File: config.mk
export PLATFORM = sky130hd
export DESIGN_NAME = masku_result_packer
export DESIGN_NICKNAME = d
export VERILOG_FILES = /design/src/rtl/masku_result_packer.sv
export SDC_FILE = /design/constraint.sdc
export NUM_CORES = 1
export LEC_CHECK = 0
export ABC_AREA = 1
export CAP_MARGIN = 15
export CORE_AREA = 3 3 417 419
export CTS_BUF_LIST = sky130_fd_sc_hd__clkbuf_16
export CTS_CLUSTER_DIAMETER = 150
export DETAILED_ROUTE_END_ITERATION = 12
export DIE_AREA = 0 0 420 422
export PLACE_DENSITY = 0.39
export SLEW_MARGIN = 10
export SYNTH_ARGS = -nofsm -noshare
export SYNTH_HDL_FRONTEND = slang
export SYNTH_SLANG_ARGS = --single-unit
File: constraint.sdc
create_clock -name clk_i -period 5.2 [get_ports clk_i]
set_clock_uncertainty 0.05 [all_clocks]
set_input_delay 1.3 -clock clk_i [delete_from_list [all_inputs] [get_ports clk_i]]
set_output_delay 1.3 -clock clk_i [all_outputs]
set_load 0.05 [all_outputs]
File: src/rtl/masku_result_packer.sv
// Mask-unit result packer: gathers bit-positioned compare-result beats into
// full NrLanes*ELEN mask words and hands them to the VRF write path.

package ara_pkg;
    localparam int unsigned ELEN = 64;
    typedef enum logic [1:0] {
        EW8  = 2'd0,
        EW16 = 2'd1,
        EW32 = 2'd2,
        EW64 = 2'd3
    } vew_e;
endpackage

module masku_result_packer
    import ara_pkg::*;
#(
    parameter  int unsigned NrLanes = 4,
    localparam int unsigned DW      = NrLanes * ELEN,
    localparam int unsigned PW      = $clog2(DW) + 1
) (
    input  logic          clk_i,
    input  logic          rst_i,
    input  logic          start_i,
    input  logic [31:0]   vl_i,
    input  vew_e          vsew_i,
    input  logic          in_valid_i,
    output logic          in_ready_o,
    input  logic [DW-1:0] in_bits_i,
    input  logic [DW-1:0] in_bit_en_i,
    input  logic [DW-1:0] old_vd_i,
    output logic [PW-1:0] vrf_pnt_o,
    output logic          out_valid_o,
    input  logic          out_ready_i,
    output logic [DW-1:0] out_data_o,
    output logic          out_last_o,
    output logic          busy_o,
    output logic          done_o
);

    localparam int unsigned EPB_MAX = NrLanes * 8;

    typedef enum logic [1:0] {
        IDLE  = 2'd0,
        ACCUM = 2'd1,
        FLUSH = 2'd2
    } state_e;

    state_e        state_q, state_d;
    logic [DW-1:0] acc_q, acc_d;
    logic [PW-1:0] pnt_q, pnt_d;
    logic [31:0]   remaining_q, remaining_d;
    vew_e          vsew_q, vsew_d;
    logic          last_word_q, last_word_d;
    logic          done_q, done_d;

    logic [PW-1:0] epb;
    logic [PW:0]   pnt_end;
    logic [31:0]   take;
    logic [31:0]   rem_next;
    logic          word_full;
    logic [DW-1:0] base;
    logic [DW-1:0] win;
    logic [DW-1:0] merged;

    assign epb       = PW'(EPB_MAX >> vsew_q);
    assign pnt_end   = {1'b0, pnt_q} + {1'b0, epb};
    assign take      = (remaining_q < 32'(epb)) ? remaining_q : 32'(epb);
    assign rem_next  = remaining_q - take;
    assign word_full = (pnt_end == (PW + 1)'(DW));

    // The first beat of a word starts from the old destination so that
    // disabled and tail bits stay undisturbed.
    assign base = (pnt_q == '0) ? old_vd_i : acc_q;

    generate
        for (genvar gi = 0; gi < int'(DW); gi++) begin : g_bit
            localparam logic [PW:0] IDX = (PW + 1)'(gi);
            assign win[gi]    = ({1'b0, pnt_q} <= IDX) && (IDX < pnt_end);
            assign merged[gi] = (win[gi] && in_bit_en_i[gi]) ? in_bits_i[gi] : base[gi];
        end
    endgenerate

    always_comb begin
        state_d     = state_q;
        acc_d       = acc_q;
        pnt_d       = pnt_q;
        remaining_d = remaining_q;
        vsew_d      = vsew_q;
        last_word_d = last_word_q;
        done_d      = 1'b0;
        case (state_q)
            IDLE: begin
                if (start_i) begin
                    if (vl_i != 32'd0) begin
                        state_d     = ACCUM;
                        remaining_d = vl_i;
                        pnt_d       = '0;
                        vsew_d      = vsew_i;
                        last_word_d = 1'b0;
                    end else begin
                        done_d = 1'b1;
                    end
                end
            end
            ACCUM: begin
                if (in_valid_i) begin
                    acc_d       = merged;
                    remaining_d = rem_next;
                    pnt_d       = pnt_end[PW-1:0];
                    if (word_full || (rem_next == 32'd0)) begin
                        state_d     = FLUSH;
                        last_word_d = (rem_next == 32'd0);
                    end
                end
            end
            FLUSH: begin
                if (out_ready_i) begin
                    pnt_d = '0;
                    if (last_word_q) begin
                        state_d = IDLE;
                        done_d  = 1'b1;
                    end else begin
                        state_d = ACCUM;
                    end
                end
            end
            default: state_d = IDLE;
        endcase
    end

    always_ff @(posedge clk_i) begin
        if (rst_i) begin
            state_q     <= IDLE;
            acc_q       <= '0;
            pnt_q       <= '0;
            remaining_q <= '0;
            vsew_q      <= EW8;
            last_word_q <= 1'b0;
            done_q      <= 1'b0;
        end else begin
            state_q     <= state_d;
            acc_q       <= acc_d;
            pnt_q       <= pnt_d;
            remaining_q <= remaining_d;
            vsew_q      <= vsew_d;
            last_word_q <= last_word_d;
            done_q      <= done_d;
        end
    end

    // Handshake outputs decode from registered state only.
    assign in_ready_o  = (state_q == ACCUM);
    assign out_valid_o = (state_q == FLUSH);
    assign out_last_o  = (state_q == FLUSH) && last_word_q;
    assign busy_o      = (state_q != IDLE);
    assign out_data_o  = acc_q;
    assign vrf_pnt_o   = pnt_q;
    assign done_o      = done_q;

endmodule
Word-level counts from Yosys, hierarchy flattened
Cells that the tools add are included.
- add/subtract/negate cells: 2
- order comparisons: 513
- equal/unequal tests: 8
- shifts and indexed selects: 1
- muxes and demuxes: 284
- reductions and logical operators: 1038
- operators by type and width (cell ; number):
    $lt 8x10->1 const A ; 128
    $le 9x8->1 const B ; 128
    $reduce_and 3->1 ; 257
    $lt 7x10->1 const A ; 64
    $le 9x7->1 const B ; 64
    $reduce_bool 2->1 ; 258
    $logic_and 1x1->1 ; 513
    $lt 6x10->1 const A ; 32
    $le 9x6->1 const B ; 32
    $mux 1 ; 265
    $mux 256 ; 1
    $lt 5x10->1 const A ; 16
    $le 9x5->1 const B ; 16
    $mux 32 ; 4
    $lt 4x10->1 const A ; 8
    $le 9x4->1 const B ; 8
    $pmux 32 s2 ; 1
    $lt 3x10->1 const A ; 4
    $le 9x3->1 const B ; 4
    $mux 9 ; 4
    $logic_not 32->1 ; 1
    $lt 32x9->1 ; 1
    $reduce_bool 32->1 ; 1
    $sub 32x32->32 ; 1
    21 further kinds ; 35
- register bits after elaboration: 303
- bits of input ports: 807
- output and inout port bits: 270

Longest topological paths before layout
- depth in word-level cells: 9
- mapped depth: 33
- gate-level depth less buffers: 32

Worst setup path after synthesis
OpenSTA, ideal clock, no wires.
- path kind: flip-flop to flip-flop
- start point: reg vsew_q[1]
- end point: reg state_q[0]
- library setup time: 0.110 ns
- data arrival time: 3.685 ns
- setup slack: 1.356 ns
- stages on the path, launching flop included: 34
- path buffers: 1
- clock period less this slack: 3.844 ns
- path through: dfxtp_1 inv_1 nor2_1 inv_1 ha_1 nand2_1 inv_1 nor2_1 nor2_1 nor2_1 nand2_1 clkbuf_1 nand2_1 o21ai_0 ha_1 inv_1 nand2_1 nand3_1 nand2_1 nand2_1 nand2_1 nor2_1 nand2_1 nor2_1 nand2_1 xor2_1 nor2_1 nand3_1 nor2_1 nand3_1 nand2_1 o211ai_1 nand2_1 inv_1
- cells in the longest elaborated chain, start to end: 8
- elaborated cells between the ends (all ways): 10
- ends and longest elaborated chain (what ; RTL line ; RTL):
    from (decl) ; 52 ; vew_e vsew_q, vsew_d;
    from (signal assigned) ; 145 ; vsew_q <= vsew_d;
    $shr 6x2->9 (*) ; 65 ; assign epb = PW'(EPB_MAX >> vsew_q);
    $lt 32x9->1 ; 67 ; assign take = (remaining_q < 32'(epb)) ? remaining_q : 32'(epb);
    $mux 32 ; 67 ;
    $sub 32x32->32 ; 68 ; assign rem_next = remaining_q - take;
    $logic_not 32->1 ; 110 ; if (word_full || (rem_next == 32'd0)) begin
    $logic_or 1x1->1 (*) ; 110 ;
    $ne 2x1->1 (no source line) (*) ; n/a ;
    $reduce_and 5->1 (no source line) (*) ; n/a ;
    to (signal assigned) ; 141 ; state_q <= state_d;
    to (decl) ; 48 ; state_e state_q, state_d;
Every way passes the cells marked *; elsewhere a longest branch is shown, timed or not.
A chain may end at the register's enable or synchronous reset.

Worst setup path in the final report
- start point: reg vsew_q[1]
- end point: reg last_word_q
- cells in the longest elaborated chain, start to end: 8
- elaborated cells between the ends (all ways): 13
- ends and longest elaborated chain (what ; RTL line ; RTL):
    $shr 6x2->9 (*) ; 65 ;
    $lt 32x9->1 ; 67 ;
    $mux 32 ; 67 ;
    $sub 32x32->32 ; 68 ;
    $logic_not 32->1 ; 110, 112 ;
    $mux 1 / $logic_or 1x1->1 (equally long branches) ; 110 ;
    $mux 1 / $ne 2x1->1 (equally long branches) ; n/a ;
    $pmux 1 s2 / $reduce_and 5->1 (equally long branches) ; n/a ;
    to (signal assigned) ; 146 ; last_word_q <= last_word_d;
    to (decl) ; 53 ; logic last_word_q, last_word_d;
Every way passes the cells marked *; elsewhere a longest branch is shown, timed or not. The select of a mux whose other input is x is not followed.

==> results.toml <==
[finish]
drive_above_1_share_pct = 5.036
fin_nets = 4554
final_area_sq_um = 33170
syn_to_final_growth_pct = 83.13
fin_util_pct = 19.40

[floorplanning]
fp.coreArea_sq_um = 171000
die_w_um = 420
die_h_um = 422
io_pins = 1077
dieArea_sq_um = 177200
start_util_pct = 10.60
rows = 152

[yosys]
ys_dominant_reg_cell = "dfxtp_1"
ys_seq_area_share_pct = 33.26
yosysWarnings = 0
postSynthCellCount = 2690
synth_top_area_share_pct = 33.26
yosysMostFrequentCell = "nand2_1"
ys_ff_latch = 301
syn_area_sq_um = 18110
async_reset_ff_share_pct = 0
syn_avg_cell_area_sq_um = 6.734
synthTopCellsByCount = "nand2_1, o21ai_0, dfxtp_1"
synth_cell_types = 51
synth_edf_count = 0
yosys.area.top_type = "dfxtp_1"
synthTopCellsByArea = "dfxtp_1, o21ai_0, nand2_1"

[sta]
setup_viol = 0
timing.fmax_ghz = 0.2208
fin_crit_sh_pct = 87.10
relSlewSlack_pct = 27.15
setup_tns_ns = 0
slew_viol_final = 0
hold_viol = 0
worstMarginPinSlew_ns = 1.081
finalCriticalPeriod_ns = 4.529
rsz0062_at_grt = "no"

[clock_network]
cts_tree = "done"
cts_sinks = 301
cts_root_buf = "clkbuf_16"
ctsResizeCount = 0
post_cts_buffers = 0
cts_max_level = 2
clk_path_buf_depth = 3
clock_latency_ns = 0.64
clkSlewWorstSetupHoldPaths_ns = 0.06
cts_hold_buf = 0
cts_made_buffers = 48

[worst_setup_path]
crit_top_cell = "nand2_1"
cpPeakStageDelay_ns = 0.35
critPathMaxFanout = 11
crit_path_top_delay_cell = "ha_1"
crit_path_end_kind = "flop"
critical_path_class = "flop to flop"
critPathArrivalTime_ns = 4.98
worst_ep_required_time_ns = 5.65
worst-r2r-setup-slack_ns = 0.67
critPathLaunchType = "flop"

[global_routing]
grt_max_degree = 133
grt-ovfl-total = 0
antenna_found_initial = 39
grt_first_pass_wirelength_mm = 200.1
grt_pass1_vias = 23310
grt_use_total_pct = 16.28

[drt]
vias_per_cell = 3.996
vias = 24070
drtAntennaViolNets = 0
wire_per_inst_um = 25.24
drtIter0Drc = 1646
drt-total-wl_mm = 152.0
drt_first_pass_iters = 6
drc = 0

[placed_design]
gp_congestion = 0.8827
port_buffers = 1074
dp_hpwl_mm = 125.5
placed_area_sq_um = 31510

[pwr]
power.density_nw_per_um2 = 315.4
leakagePower_nw = 12.85
ir_drop_uv = 243.0

[status]
outcome = "completed"

[worst_hold_path]
hold_path.class = "flop to flop"

[flow_run]
cap_violations = 0
[cells in the final DEF (no fill, tap or decap), types with 8 or more instances in the layout]
cell type	n
dfxtp_1	301
diode_2	17
a21oi_1	184
nand4_1	15
nand2_1	598
o21ai_0	486
a31oi_1	142
clkdlybuf4s50_1	1072
buf_4	31
o211ai_1	25
xor2_1	12
inv_1	164
inv_2	30
nor2_4	9
nand3_1	182
o21ai_1	70
ha_1	13
nor3_1	11
mux2i_1	112
a221oi_1	10
clkbuf_16	50
clkinv_1	8
clkinv_2	14
nor2_1	144
nor4_1	11
[final cells by class]
| class | instances | area, sq um |
|---|---|---|
| Fill cell | 19210 | 137800 |
| Timing Repair Buffer | 1108 | 11050 |
| Multi-Input combinational cell | 2086 | 10920 |
| Sequential cell | 301 | 6026 |
| Tap cell | 2233 | 2794 |
| Clock buffer | 50 | 1251 |
| Inverter | 188 | 720.7 |
| Clock inverter | 40 | 374.1 |
| Antenna cell | 17 | 42.54 |
[worst max-delay path, delay by kind of cell, from the launching register on]
| family | cells | cell delay [ns] |
|---|---|---|
| XOR/XNOR | 1 | 0.16 |
| AO/OA/AOI/OAI | 3 | 0.34 |
| buffers and inverters | 2 | 0.18 |
| adder cells (fa/ha/maj) | 2 | 0.65 |
| AND/OR/NAND/NOR | 22 | 2.65 |
| flip-flops | 1 | 0.34 |
[state kept, by name, summed over array words and instances (netlist names)]
register,flops
done_o,1
last_word_q,1
out_data_o,256
remaining_q,32
state_q,2
vrf_pnt_o,7
vsew_q,2
[stage by stage]
stage | power [mW] | worst slack [ns] | std cells | hold slack, ns
2_1_floorplan | 4.957 | 1.356 | 2691 | 0.3890
3_3_place_gp | 7.043 | 0.7142 | 5916 | 0.4077
3_5_place_dp | 7.039 | 0.6910 | 5916 | 0.4146
4_1_cts | 10.69 | 0.6790 | 6006 | 0.4238
5_1_grt | 11.05 | 0.1610 | 6014 | 0.4574
6_report | 10.46 | 0.6708 | 6023 | 0.4177
[final timing paths]
kind | startpoint | to | cells after the start
max reg2reg | vsew_q[1]$_SDFFE_PP0P_ | last_word_q$_SDFFE_PP0P_ | 30
min | out_data_o[0]$_SDFFE_PP0P_ | out_data_o[0]$_SDFFE_PP0P_ | 2
min reg2reg | out_data_o[0]$_SDFFE_PP0P_ | out_data_o[0]$_SDFFE_PP0P_ | 2
max | vsew_q[1]$_SDFFE_PP0P_ | last_word_q$_SDFFE_PP0P_ | 30
[power breakdown]
group | leakage [nW] | switching (mW) | total (mW) | internal [mW]
registers | 2.47 | 0.232 | 2.83 | 2.60
logic | 9.54 | 2.64 | 4.11 | 1.48
clock network | 0.841 | 1.43 | 3.51 | 2.08
[cells by family after synthesis]
family | Yosys count | synth area share, %
muxes | 112 | 6.189
adders and majority gates | 14 | 1.008
and+or+nand+nor | 994 | 23.07
AOI/OAI and AO/OA | 943 | 28.73
buffers and inverters | 304 | 6.582
other | 2 | 0.04146
xor gates and xnor gates | 20 | 1.112
DFF | 301 | 33.26
[routing by layer]
metal	vias up	share of wire, %	GRT usage (%)
met3	146	9.1	5.807
met5	-	0.062	0
met1	11540	39	18.46
li1	11550	-	-
met2	815	50	28.96
met4	16	2.0	3.576
(Power assumes the default switching activity.)
==> patch: new RTL, same settings <==
The parameter `NrLanes` goes from 4 to 2.
--- a/src/rtl/masku_result_packer.sv
+++ b/src/rtl/masku_result_packer.sv
@@ -15,5 +15,5 @@
     import ara_pkg::*;
 #(
-    parameter  int unsigned NrLanes = 4,
+    parameter  int unsigned NrLanes = 2,
     localparam int unsigned DW      = NrLanes * ELEN,
     localparam int unsigned PW      = $clog2(DW) + 1
Ports: changed (5 resized); port bits go from 1077 to 564. The function was not compared with the original's and may differ.
==> patch against the original RTL <==
  * Sequential cell count down 128
  * Total power down 12%
  * Count of clock-buffer cells in the layout down 33
  * Worst setup slack worse by 0.0077 ns
  * Highest routed layer is now met4
  * Critical path type unchanged
  * Synthesized cell count down 17%
  * Cell area down 34%
  * Area after synthesis down 29%
  * Routed wire length down 36%
==> patch: results <==
{
  "drive_gt1_share_pct": 3.78,
  "top_layer_used": "met4",
  "grt_pass1_wl_um": 130000,
  "dpl_cell_area_sq_um": 21300,
  "clock_latency_ns": 0.57,
  "largest_reg_flops": 128,
  "syn-num-nets": 2662,
  "route.met3.wl_um": 3760,
  "first_pass_iters": 5,
  "place_congestion": 0.837,
  "wl_met1_um": 35700,
  "p_leak_uw": 0.00893,
  "vias_per_cell": 3.38,
  "netlist_top_cells_area": "dfxtp_1, nand2_1, nand3_1",
  "async_reset_ff_share_pct": 0,
  "track_usage_pct": 10.7,
  "critPathLaunch": "vsew_q[0]",
  "ys_types": 43,
  "dp.cells": 4978,
  "grtUsageMet1_pct": 10.9,
  "layout.nets": 3200,
  "grt_max_degree": 163,
  "post_cts_buffers": 0,
  "pre_cts_slack_ns": 0.540,
  "power.internal_uw": 4170,
  "antenna_found_initial": 16,
  "vdd_drop_max_mv": 0.320,
  "fill_cells": 19800,
  "path_max_fanout": 10,
  "dp_hpwl_um": 79200,
  "holdPathEnd": "last_word_q",
  "htreeDepth": 4,
  "ys_top_cells_by_count": "nand2_1, nor2_1, inv_1, nand3_1, o21ai_0",
  "wire_per_inst_um": 19.3,
  "avgSynthCellArea_sq_um": 5.76,
  "seq_area_frac_synth_pct": 27.0,
  "min_from": "last_word_q",
  "tightest_slew_ns": 1.20,
  "postCtsResizedCells": 0,
  "grt_pass1_vias": 16300,
  "reg2reg_depth": 26,
  "met2_length_um": 55000,
  "wl_um": 96700,
  "hold_slack_ns": 0.420,
  "min_path_cells": 2,
  "hold_class": "reg -> reg",
  "use_met3_pct": 2.07,
  "path_clk_slew_ns": 0.08,
  "numCtsBuffers": 17,
  "worstPathArrival_ns": 4.89,
  "met2_usage_pct": 21.4,
  "r2r_setup_slack_ns": 0.66,
  "status": "complete, no violations",
  "ys_warn_count": 0,
  "drt_iter0_drc": 965,
  "cts.path.max_buffers": 2,
  "port_buffers": 562
}
==> patch: area by class of cell <==
class                   instances  area (sq um)  area share [%]
repair buffers                598          5940            27.2
inverters                     254           956            4.38
clock inverters                15           158           0.722
well taps                    2233          2790            12.8
clock buffers                  17           425            1.95
flip-flops and latches        173          3460            15.9
multi-input cells            1720          8100            37.1
diodes                          4          10.0          0.0458
==> patch: worst max-delay path by stage <==
stage	to	slack [ns]
floorplan	state_q[0]	1.77
global placement	state_q[0]	0.61
detailed placement	last_word_q	0.54
CTS	last_word_q	0.51
global route	last_word_q	0.006
finish	last_word_q	0.66
==> patch: critical path, stage by stage (launching register included) <==
cell	delay, ns
dfxtp_1	0.35
inv_1	0.07
nor2_1	0.19
inv_1	0.10
ha_1	0.30
nand2_1	0.06
inv_1	0.03
o21ai_0	0.07
nand2_1	0.10
nand2_1	0.06
nand3_1	0.26
o21ai_0	0.42
ha_1	0.31
nand2_1	0.08
nand3_1	0.10
nand2_1	0.27
nand3_1	0.27
o21ai_0	0.22
nand2_1	0.09
nor2_1	0.09
nand2_1	0.05
nor2_1	0.23
nand3_1	0.22
nand3_1	0.20
nand2_1	0.07
nand2_1	0.06
a21oi_1	0.06
==> patch: kinds of logic (layout without fill, tap and decap cells) <==
group           Yosys count  count (layout)  synth area share (%)
other cells               2               6                0.0586
simple gates           1216            1216                  41.1
mux                       2               2                 0.156
compound gates          482             482                  19.9
fa+ha+maj                13              13                  1.39
flops                   173             173                  27.0
xor+xnor                  5               5                 0.400
buf+inv                 333             884                  10.0
==> patch: power by group through the flow <==
stage / clock network [uW] / logic, uW / registers, uW
after floorplan: 0 / 2530 / 2910
after global placement: 0 / 5800 / 2020
after detailed placement: 0 / 5800 / 2020
after CTS: 1610 / 5820 / 2000
after global routing: 1610 / 6270 / 2040
final: 1500 / 5720 / 2000
